**src/rtl/clk_div_sel_ctrl.sv**
```systemverilog
`default_nettype none
// ============================================================================
// Module     : clk_div_sel_ctrl
// Description: Glitch-free selector for a /2,/4,/8 divider chain with a
//              req/ack ratio-change handshake applied at the common wrap.
// Revision   : 1.0 - initial release
// ============================================================================
module clk_div_sel_ctrl #(
   parameter logic [1:0] DEFAULT_SEL = 2'd0
) (
   input  logic       clk_in,
   input  logic       rst,
   input  logic       req,
   input  logic [1:0] sel_req,
   output logic       busy,
   output logic       ack,
   output logic       err,
   output logic [1:0] sel_cur,
   output logic       clk_out,
   output logic       clk_out2,
   output logic       clk_out4,
   output logic       clk_out8
);

   typedef enum logic [0:0] {
      IDLE      = 1'b0,
      WAIT_WRAP = 1'b1
   } state_t;

   state_t     r_state;
   state_t     w_state_nxt;
   logic [2:0] r_cnt;
   logic [2:0] w_cnt_nxt;
   logic [1:0] r_sel_cur;
   logic [1:0] w_sel_cur_nxt;
   logic [1:0] r_sel_pend;
   logic [1:0] w_sel_pend_nxt;
   logic [1:0] w_sel_next;
   logic       r_ack;
   logic       w_ack_nxt;
   logic       r_ack_dfr;
   logic       w_ack_dfr_nxt;
   logic       r_err;
   logic       w_err_nxt;
   logic       r_clk_out;
   logic       w_clk_out_nxt;
   logic       w_switch;

   function automatic logic tap(input logic [1:0] sel, input logic [2:0] c);
      case (sel)
         2'd0:    tap = c[0];
         2'd1:    tap = c[1];
         2'd2:    tap = c[2];
         default: tap = 1'b0;
      endcase
   endfunction

   always_ff @(posedge clk_in or negedge rst) begin
      if (!rst) begin
         r_state    <= IDLE;
         r_cnt      <= 3'd0;
         r_sel_cur  <= DEFAULT_SEL;
         r_sel_pend <= 2'd0;
         r_ack      <= 1'b0;
         r_ack_dfr  <= 1'b0;
         r_err      <= 1'b0;
         r_clk_out  <= 1'b0;
      end else begin
         r_state    <= w_state_nxt;
         r_cnt      <= w_cnt_nxt;
         r_sel_cur  <= w_sel_cur_nxt;
         r_sel_pend <= w_sel_pend_nxt;
         r_ack      <= w_ack_nxt;
         r_ack_dfr  <= w_ack_dfr_nxt;
         r_err      <= w_err_nxt;
         r_clk_out  <= w_clk_out_nxt;
      end
   end

   always_comb begin
      w_state_nxt    = r_state;
      w_cnt_nxt      = r_cnt + 3'd1;
      w_sel_cur_nxt  = r_sel_cur;
      w_sel_pend_nxt = r_sel_pend;
      w_ack_nxt      = r_ack_dfr;
      w_ack_dfr_nxt  = 1'b0;
      w_err_nxt      = 1'b0;
      w_switch       = 1'b0;

      case (r_state)
         IDLE: begin
            if (req) begin
               if (sel_req == r_sel_cur) begin
                  w_ack_nxt = 1'b1;
               end else begin
                  w_sel_pend_nxt = sel_req;
                  w_state_nxt    = WAIT_WRAP;
               end
            end
         end
         WAIT_WRAP: begin
            if (req) begin
               w_err_nxt = 1'b1;
            end
            if (r_cnt == 3'd7) begin
               w_switch      = 1'b1;
               w_sel_cur_nxt = r_sel_pend;
               w_state_nxt   = IDLE;
               // A collision on the switch edge owns this cycle's pulse, so
               // the completion ack is pushed one cycle later.
               if (req) begin
                  w_ack_dfr_nxt = 1'b1;
               end else begin
                  w_ack_nxt = 1'b1;
               end
            end
         end
         default: begin
            w_state_nxt = IDLE;
         end
      endcase

      w_sel_next    = w_switch ? r_sel_pend : r_sel_cur;
      w_clk_out_nxt = tap(w_sel_next, w_cnt_nxt);
   end

   assign busy     = (r_state == WAIT_WRAP);
   assign ack      = r_ack;
   assign err      = r_err;
   assign sel_cur  = r_sel_cur;
   assign clk_out  = r_clk_out;
   assign clk_out2 = r_cnt[0];
   assign clk_out4 = r_cnt[1];
   assign clk_out8 = r_cnt[2];

endmodule
`default_nettype wire

```
**config.mk**
```make
export PLATFORM = sky130hd
export DESIGN_NAME = clk_div_sel_ctrl
export DESIGN_NICKNAME = d
export VERILOG_FILES = /design/src/rtl/clk_div_sel_ctrl.sv
export SDC_FILE = /design/constraint.sdc
export NUM_CORES = 1
export LEC_CHECK = 0
export CAP_MARGIN = 0
export CORE_MARGIN = 1
export CORE_UTILIZATION = 30
export DETAILED_ROUTE_END_ITERATION = 7
export SKIP_CTS_REPAIR_TIMING = 1
export SYNTH_ARGS = -nofsm -noshare
export SYNTH_HDL_FRONTEND = slang
export SYNTH_SLANG_ARGS = --single-unit
```
**constraint.sdc**
```tcl
create_clock -name clk_in -period 2.3 [get_ports clk_in]
set_clock_uncertainty 0.2 [all_clocks]
set_input_delay 0.23 -clock clk_in [delete_from_list [all_inputs] [get_ports clk_in]]
set_output_delay 0.23 -clock clk_in [all_outputs]
set_load 0.05 [all_outputs]
```
== After elaboration in Yosys (flattened, before gate mapping) ==
Cells that the tools add are included.
Widths: inputs -> output; s select.

* Bits in registers: 12
* Input port bits: 5
* Output and inout port bits: 9
* Word-level logic and storage cells: 35

* Add/subtract/negate cells: 1
* Equal/unequal tests: 4
* Muxes and demuxes: 17
* Bitwise operators: 2
* Reductions and logical operators: 3

{| class="wikitable"
|+ Operator list
! operator !! number
|-
| $mux 1 || 13
|-
| $pmux 1 s2 || 2
|-
| $add 3x1->3 const B || 1
|-
| $eq 3x3->1 const B || 1
|-
| $pmux 1 s3 || 1
|-
| $reduce_and 3->1 || 1
|-
| $eq 2x1->1 const B || 1
|-
| $eq 2x2->1 || 1
|-
| $eq 2x2->1 const B || 1
|-
| $logic_not 2->1 || 1
|-
| $mux 2 || 1
|-
| $not 1->1 || 2
|-
| $reduce_and 2->1 || 1
|}

== Depth between registers and ports, before layout ==
Gate-level depths: netlist (run 1).

* Word-level depth: 6
* Depth in mapped cells: 5
* Depth with buffers taken out: 5

== Worst setup path after synthesis (run 1) ==
OpenSTA, ideal clock, no wires.

* Kind: register -> register
* Start: register r_cnt[0]
* End: register r_clk_out (netlist: clk_out)
* Setup time: 101 ps
* Arrival time: 1769 ps
* Data required time: 1999 ps
* Path slack: 230 ps
* Stages on the path, launching flop included: 6
* Path buffers: 0
* Clock period less this slack: 2070 ps
* Cell sequence: dfrtp_1 -> ha_1 -> ha_1 -> and3_1 -> or2_1 -> o32ai_1

* Cells in the longest elaborated chain, start to end: 6
* Elaborated cells between the ends (all ways): 9
* Those cells by class: 1 x add/sub; 3 x eq/ne; 4 x mux; 1 x reduce/logical

{| class="wikitable"
|+ RTL lines
! element !! RTL line !! source
|-
| start, declared || 32 || <nowiki>logic [2:0] r_cnt;</nowiki>
|-
| start signal, assigned || 70 || <nowiki>r_cnt <= w_cnt_nxt;</nowiki>
|-
| $eq 3x3->1 || 105 || <nowiki>if (r_cnt == 3'd7) begin</nowiki>
|-
| $mux 1 || 105 ||
|-
| $mux 1 || 90 || <nowiki>case (r_state)</nowiki>
|-
| $mux 2 || 123 || <nowiki>w_sel_next = w_switch ? r_sel_pend : r_sel_cur;</nowiki>
|-
| $eq 2x2->1 (tied with other cells) || 50 || <nowiki>case (sel)</nowiki>
|-
| $pmux 1 s3 (*) || 50 ||
|-
| via w_clk_out_nxt || 46 || <nowiki>logic w_clk_out_nxt;</nowiki>
|-
| end signal, assigned || 76 || <nowiki>r_clk_out <= w_clk_out_nxt;</nowiki>
|-
| end, declared || 45 || <nowiki>logic r_clk_out;</nowiki>
|}

Mark *: on every way through the listed nets, which the timed path passes. The rest lies on a longest branch.
A chain may end at the register's enable or synchronous reset.

== Final worst setup path (run 1) ==
* Start: register r_sel_cur[1] (netlist: sel_cur[1])
* End: output port sel_cur[1]

{| class="wikitable"
|+ RTL lines
! element !! RTL line !! source
|-
| start, declared || 34 || <nowiki>logic [1:0] r_sel_cur;</nowiki>
|-
| start signal, assigned || 71 || <nowiki>r_sel_cur <= w_sel_cur_nxt;</nowiki>
|-
| end, declared || 18 || <nowiki>output logic [1:0] sel_cur,</nowiki>
|}

No word-level cell between the ends.

==> key figures, run 1 <==
Status
  – Status: finished clean

Routing
  – Routed WL: 1030 um
  – First drt pass iteration count: 3
  – Post-route antenna net violation count: 0
  – DRC Markers: 0
  – Initial DRC count: 10
  – Vias per cell: 4.48
  – Detailed-route via count: 390
  – Drt wl/cell: 11.8 um

Clock network
  – CTS clk-pin slew, worst paths: 0.08 ns
  – Clock buffer count from CTS: 3
  – Longest Clk Path Bufs: 2
  – Num Clock Sinks: 12
  – H-Tree Depth: 1
  – CTS tree: yes
  – Later-pin clock latency in the skew report: 0.28 ns
  – CTS Root Cell: clkbuf_4

Synthesis
  – Synth Area in Compound Gates: 12.6%
  – Top-count cell post-synth: dfrtp_1
  – Synth area leader: dfrtp_1
  – Synth area leaders: dfrtp_1, mux2_4, ha_1
  – Main combinational cell family by area after synthesis: compound AO/OA/AOI/OAI gates
  – Adder-cell share of the synthesized area: around 4.6%
  – Syn Nets: 52
  – Mux share of post-synthesis cell area: 5.49%
  – Unique cell type count in the Yosys netlist: 25
  – Xor-xnor portion of the synthesized cell area: 3.20%
  – Mapped Area: 547 um^2
  – Sequential fraction of the synthesis area: between 50% and 60%
  – Mapped Cells: 45
  – Simple-gate share of the synthesized area: 12.4%
  – Mean Syn Cell Area: 12.2 um^2
  – Post-synth EDFFs: 0
  – Synthesized flop and latch total: 12
  – Synth top cells by count: dfrtp_1, inv_1
  – Top cell type's share of synthesized area: 54.9%
  – Yosys Warn Count: 0
  – Asr flop ratio synth: 100%
  – Top_reg_cell synth: dfrtp_1

Floorplan
  – Num rows: 15
  – Chip width: ~45 um
  – Die area: between 0.0015 and 0.002 mm^2
  – Initial Utilization: 32.0%
  – Core area: 0.00171 mm^2
  – Die height: around 45 um
  – I/O pin count: 14

Worst setup path
  – CP Launch Type: flop
  – Crit path max fanout: 5
  – Slowest stage cell, crit path: clkdlybuf4s50_1
  – WS Path Type: flop to primary output
  – CP Buf/Inv Count: 1
  – WP data required: 1.87 ns
  – Largest stage delay, worst path: 0.83 ns
  – Largest delay share family, worst path: buffers and inverters
  – CP arrival: 1.54 ns
  – Crit-path cells: clkdlybuf4s50_1
  – Kind of end point of the critical path: primary output

GRT
  – Total Routing Usage GR: 13.0%
  – Vias in the first global route: 358
  – Grt total ovfl: 0
  – Pin count of the biggest net entering global routing: 13
  – First-pass GRT wire length: 1760 um
  – Initial antenna violation count: 0

Placement
  – Gpl congestion: 0.767
  – Placed instance area: between 700 and 800 um^2
  – # port buffers: 13
  – Post-detail-place hpwl: 750 um
  – Placed insts: 83

Layout
  – Final Instance Area: 747 um^2
  – Final nets: 70
  – Fillers: 166
  – Layout cells sized above 1: 16.1%
  – Post-layout util: 43.7%
  – Syn-to-layout area delta: 36.6%
  – Non-Filler Instances: 87
  – ANT cells: 0

Timing
  – Slew headroom: 64.6%
  – Setup violators final: 0
  – Fin crit share: 85.4%
  – Worst-Margin Slew: 0.529 ns
  – Pins Over Slew Limit: 0
  – RSZ-0062 raised after global routing: false
  – Post-layout min period: a little under 2 ns
  – Final Hold Fails: 0
  – Setup TNS: 0 ns
  – Max Fclk: 0.509 GHz

Pwr
  – Peak supply drop: 0.432 mV
  – P_leak: ~0.36 nW
  – Pwr per Cell Area: 1250 mW/mm^2

Hold path
  – HP Class: input pin to async pin

Flow run
  – Maximum capacitance violations: 0
cells by family (layout without fill, tap and decap cells):
logic type | count (synthesis) | after routing
and+or+nand+nor | 11 | 11
AOI/OAI and AO/OA | 10 | 10
adders and majority gates | 2 | 2
DFF | 12 | 12
muxes | 2 | 2
buffers and inverters | 6 | 23
xor gates and xnor gates | 2 | 2
registers in the layout, indices dropped and copies added, names as in the netlist:
name        cells
clk_out         1
r_ack_dfr       1
ack             1
err             1
sel_cur         2
r_sel_pend      2
r_cnt           3
busy            1
final timing paths:
kind	from	endpoint	slack (ns)	depth (start not counted)
setup / recovery	sel_cur[1]$_DFFE_PN0N_	sel_cur[1]	0.33	1
hold / removal	rst	r_sel_pend[0]$_DFFE_PN0P_	0.09	1
setup reg to reg	r_cnt[0]$_DFF_PN0_	clk_out$_DFF_PN0_	0.35	5
hold reg to reg	r_ack_dfr$_DFF_PN0_	ack$_DFF_PN0_	0.26	2
max in group asynchronous	rst	r_cnt[0]$_DFF_PN0_	1.46	1
min in group clk_in	r_ack_dfr$_DFF_PN0_	ack$_DFF_PN0_	0.26	2
power by group:
part	internal [mW]	switching, mW	leakage, nW
logic	0.183	0.256	0.186
clock network	0.0964	0.0761	0.0210
registers	0.272	0.0466	0.150
total	0.552	0.379	0.357
area by class of cell:
class / count / area (um^2) / area share (%)
flip-flops and latches: 12 / 300 / 40.2
inverters: 5 / 32.5 / 4.36
multi-input cells: 27 / 209 / 28.0
well taps: 25 / 31.3 / 4.19
clock buffers: 4 / 36.3 / 4.86
repair buffers: 14 / 138 / 18.4
cell usage in the layout, fill, tap and decap left out, drive strengths merged, types with 2 or more instances in the layout:
cell type	n
and3	2
nand3	2
mux2	2
inv	4
clkdlybuf4s50	13
clkbuf	4
dfrtp	12
xnor2	2
o21ai	3
ha	2
through the flow:
step	setup slack, ns	total power [mW]	hold WS [ns]
finish	0.335	0.930	0.0900
global route	0.249	0.989	0.120
CTS	0.319	0.939	0.112
detailed placement	0.367	0.761	0.250
global placement	0.426	0.763	0.248
floorplan	0.230	0.624	-0.266
per-layer routing:
layer / routed length (um) / global-route usage (%) / up-vias
li1: - / - / 193
met1: 499 / 17.1 / 184
met2: 466 / 17.6 / 9
met3: 38 / 4.80 / 4
met4: 26 / 9.09 / 0
met5: 0 / 0 / -
worst reg2reg max path: cells and delay by family (launching register included):
| kind | cells | cell delay (ns) |
|---|---|---|
| adder cells (fa/ha/maj) | 2 | 0.50 |
| AND/OR/NAND/NOR | 2 | 0.46 |
| flip-flops | 1 | 0.42 |
| AO/OA/AOI/OAI | 1 | 0.27 |
(Power assumes the default switching activity.)
==> run 2, diff against run 1 <==
--- a/config.mk
+++ b/config.mk
@@ -9,6 +9,7 @@
 export CORE_MARGIN = 1
 export CORE_UTILIZATION = 30
 export DETAILED_ROUTE_END_ITERATION = 7
+export PLACE_DENSITY = 0.64
 export SKIP_CTS_REPAIR_TIMING = 1
 export SYNTH_ARGS = -nofsm -noshare
 export SYNTH_HDL_FRONTEND = slang
==> constraint.sdc (replaced) <==
create_clock -name clk_in -period 2.54 [get_ports clk_in]
set_clock_uncertainty 0.2 [all_clocks]
set_input_delay 0.254 -clock clk_in [delete_from_list [all_inputs] [get_ports clk_in]]
set_output_delay 0.254 -clock clk_in [all_outputs]
set_load 0.05 [all_outputs]
==> run 2 against run 1 <==
Core utilization is 1.2 points lower; sequential power decreased by 5%; clock power shrank 34%; final cell count fell by 2.3%; via count is 1.8% lower; critical endpoint is now busy.
==> key figures, run 2 (synthesis gave the netlist of run 1 again) <==
Routing
  – Drt wl/cell: 11.5 um (-2.6%)
  – Post-route antenna net violation count: 0 (unchanged)
  – Detailed-route via count: 383 (-1.8%)
  – Routed WL: 980 um (-4.9%)
  – First drt pass iteration count: 1 (-2)
  – Vias per cell: 4.51 (+0.52%)
  – DRC Markers: 0 (unchanged)
  – Initial DRC count: 0 (-10)

Floorplan
  – Core area: 0.00171 mm^2 (unchanged)
  – I/O pin count: 14 (unchanged)
  – Die area: 0.00200 mm^2 (unchanged)
  – Chip width: 44.7 um (unchanged)
  – Num rows: 15 (unchanged)
  – Die height: 44.7 um (unchanged)
  – Initial Utilization: 32.0% (unchanged)

Flow run
  – Maximum capacitance violations: 0 (unchanged)

Timing
  – Pins Over Slew Limit: 0 (unchanged)
  – Final Hold Fails: 0 (unchanged)
  – Max Fclk: ~0.47 GHz
  – RSZ-0062 raised after global routing: false
  – Post-layout min period: 2.13 ns
  – Setup TNS: 0 ns (unchanged)
  – Worst-Margin Slew: 0.533 ns (+0.00417 ns)
  – Fin crit share: 83.9%
  – Setup violators final: 0 (unchanged)
  – Slew headroom: 64.3% (-0.28 points)

Layout
  – Most common cell after layout, fill and taps aside: clkdlybuf4s50_1
  – Layout cells sized above 1: 13.3% (-2.8 points)
  – Final Instance Area: 726 um^2 (-2.8%)
  – Syn-to-layout area delta: 32.7%
  – Biggest register: r_cnt
  – Most frequent cells in the layout: clkdlybuf4s50_1, dfrtp_1, inv_1, clkbuf_4
  – Fillers: 170 (+2.4%)
  – Max FFs per register: 3 (unchanged)
  – Final nets: 69 (-1.4%)
  – ANT cells: 0 (unchanged)
  – Non-Filler Instances: 85 (-2.3%)

Clock network
  – H-Tree Depth: 1 (unchanged)
  – CTS Root Cell: clkbuf_4
  – Num Clock Sinks: 12 (unchanged)
  – Longest Clk Path Bufs: 2 (unchanged)
  – Clock buffer count from CTS: 3 (unchanged)
  – Later-pin clock latency in the skew report: 0.27 ns (about the same)
  – CTS clk-pin slew, worst paths: 0.07 ns (about the same)
  – CTS tree: yes

Worst setup path
  – Kind of end point of the critical path: primary output
  – CP Launch Type: flop
  – Slowest stage cell, crit path: clkdlybuf4s50_1
  – Largest stage delay, worst path: 0.87 ns (+0.04 ns)
  – Crit path max fanout: 12 (+7)
  – Largest delay share family, worst path: buffers and inverters
  – CP Buf/Inv Count: 1 (unchanged)
  – Crit-path cells: clkdlybuf4s50_1
  – WS Path Type: flop to primary output
  – WP data required: 2.09 ns (+0.22 ns)
  – CP arrival: 1.68 ns (+0.14 ns)

Hold path
  – HP Class: input pin to async pin

Status
  – Status: finished clean

Placement
  – Placed insts: 82 (-1.2%)
  – Gpl congestion: 0.744 (-3.0%)
  – Post-detail-place hpwl: 740 um (-1.4%)
  – # port buffers: 13 (unchanged)
  – Placed instance area: 703 um^2 (-1.1%)

Pwr
  – Pwr Total: 786 uW (-15%)
  – P_leak: 0.345 nW (-3.4%)
  – Peak supply drop: 0.362 mV (-16%)
  – Pwr per Cell Area: 1080 mW/mm^2 (-13%)

GRT
  – Pin count of the biggest net entering global routing: 13 (unchanged)
  – Grt total ovfl: 0 (unchanged)
  – Vias in the first global route: 364 (+1.7%)
  – First-pass GRT wire length: 1610 um (-8.6%)
  – Initial antenna violation count: 0 (unchanged)
  – Total Routing Usage GR: 11.4% (-1.6 points)
-- run 2: layer usage --
layer / GRT usage, % / share of wire, %
met1: 14.3 / 46
met2: 17.6 / 48
met3: 2.80 / 4.3
met4: 7.27 / 1.9
met5: 0 / 0
-- run 2: report_power, final --
group | switching (mW) | internal, mW | total (mW)
logic | 0.212 | 0.157 | 0.369
registers | 0.0566 | 0.246 | 0.303
clock network | 0.0596 | 0.0549 | 0.114
total | 0.328 | 0.458 | 0.786
-- run 2: cell type report --
cell class | count | area (um^2) | share of cell area, %
Timing Repair Buffer | 13 | 130 | 17.9
Multi-Input combinational cell | 27 | 209 | 28.8
Tap cell | 25 | 31.3 | 4.31
Clock buffer | 3 | 22.5 | 3.10
Sequential cell | 12 | 300 | 41.4
Inverter | 5 | 32.5 | 4.48
-- run 2: worst paths after layout --
| kind | end | from | depth (start not counted) | slack, ns |
|---|---|---|---|---|
| hold reg to reg | ack$_DFF_PN0_ | r_ack_dfr$_DFF_PN0_ | 2 | 0.27 |
| hold / removal | r_cnt[2]$_DFF_PN0_ | rst | 1 | 0.13 |
| setup reg to reg | clk_out$_DFF_PN0_ | r_cnt[0]$_DFF_PN0_ | 5 | 0.57 |
| max in group asynchronous | busy$_DFF_PN0_ | rst | 1 | 1.66 |
| setup / recovery | busy | busy$_DFF_PN0_ | 1 | 0.41 |
| min in group clk_in | ack$_DFF_PN0_ | r_ack_dfr$_DFF_PN0_ | 2 | 0.27 |
-- run 2: metrics by stage --
step	hold slack (ns)	utilization, %	setup WS [ns]
detailed placement	0.261	41.2	0.578
floorplan	-0.242	-	0.470
CTS	0.155	42.5	0.399
finish	0.128	42.5	0.409
global placement	0.260	41.2	0.555
global route	0.194	42.5	0.352
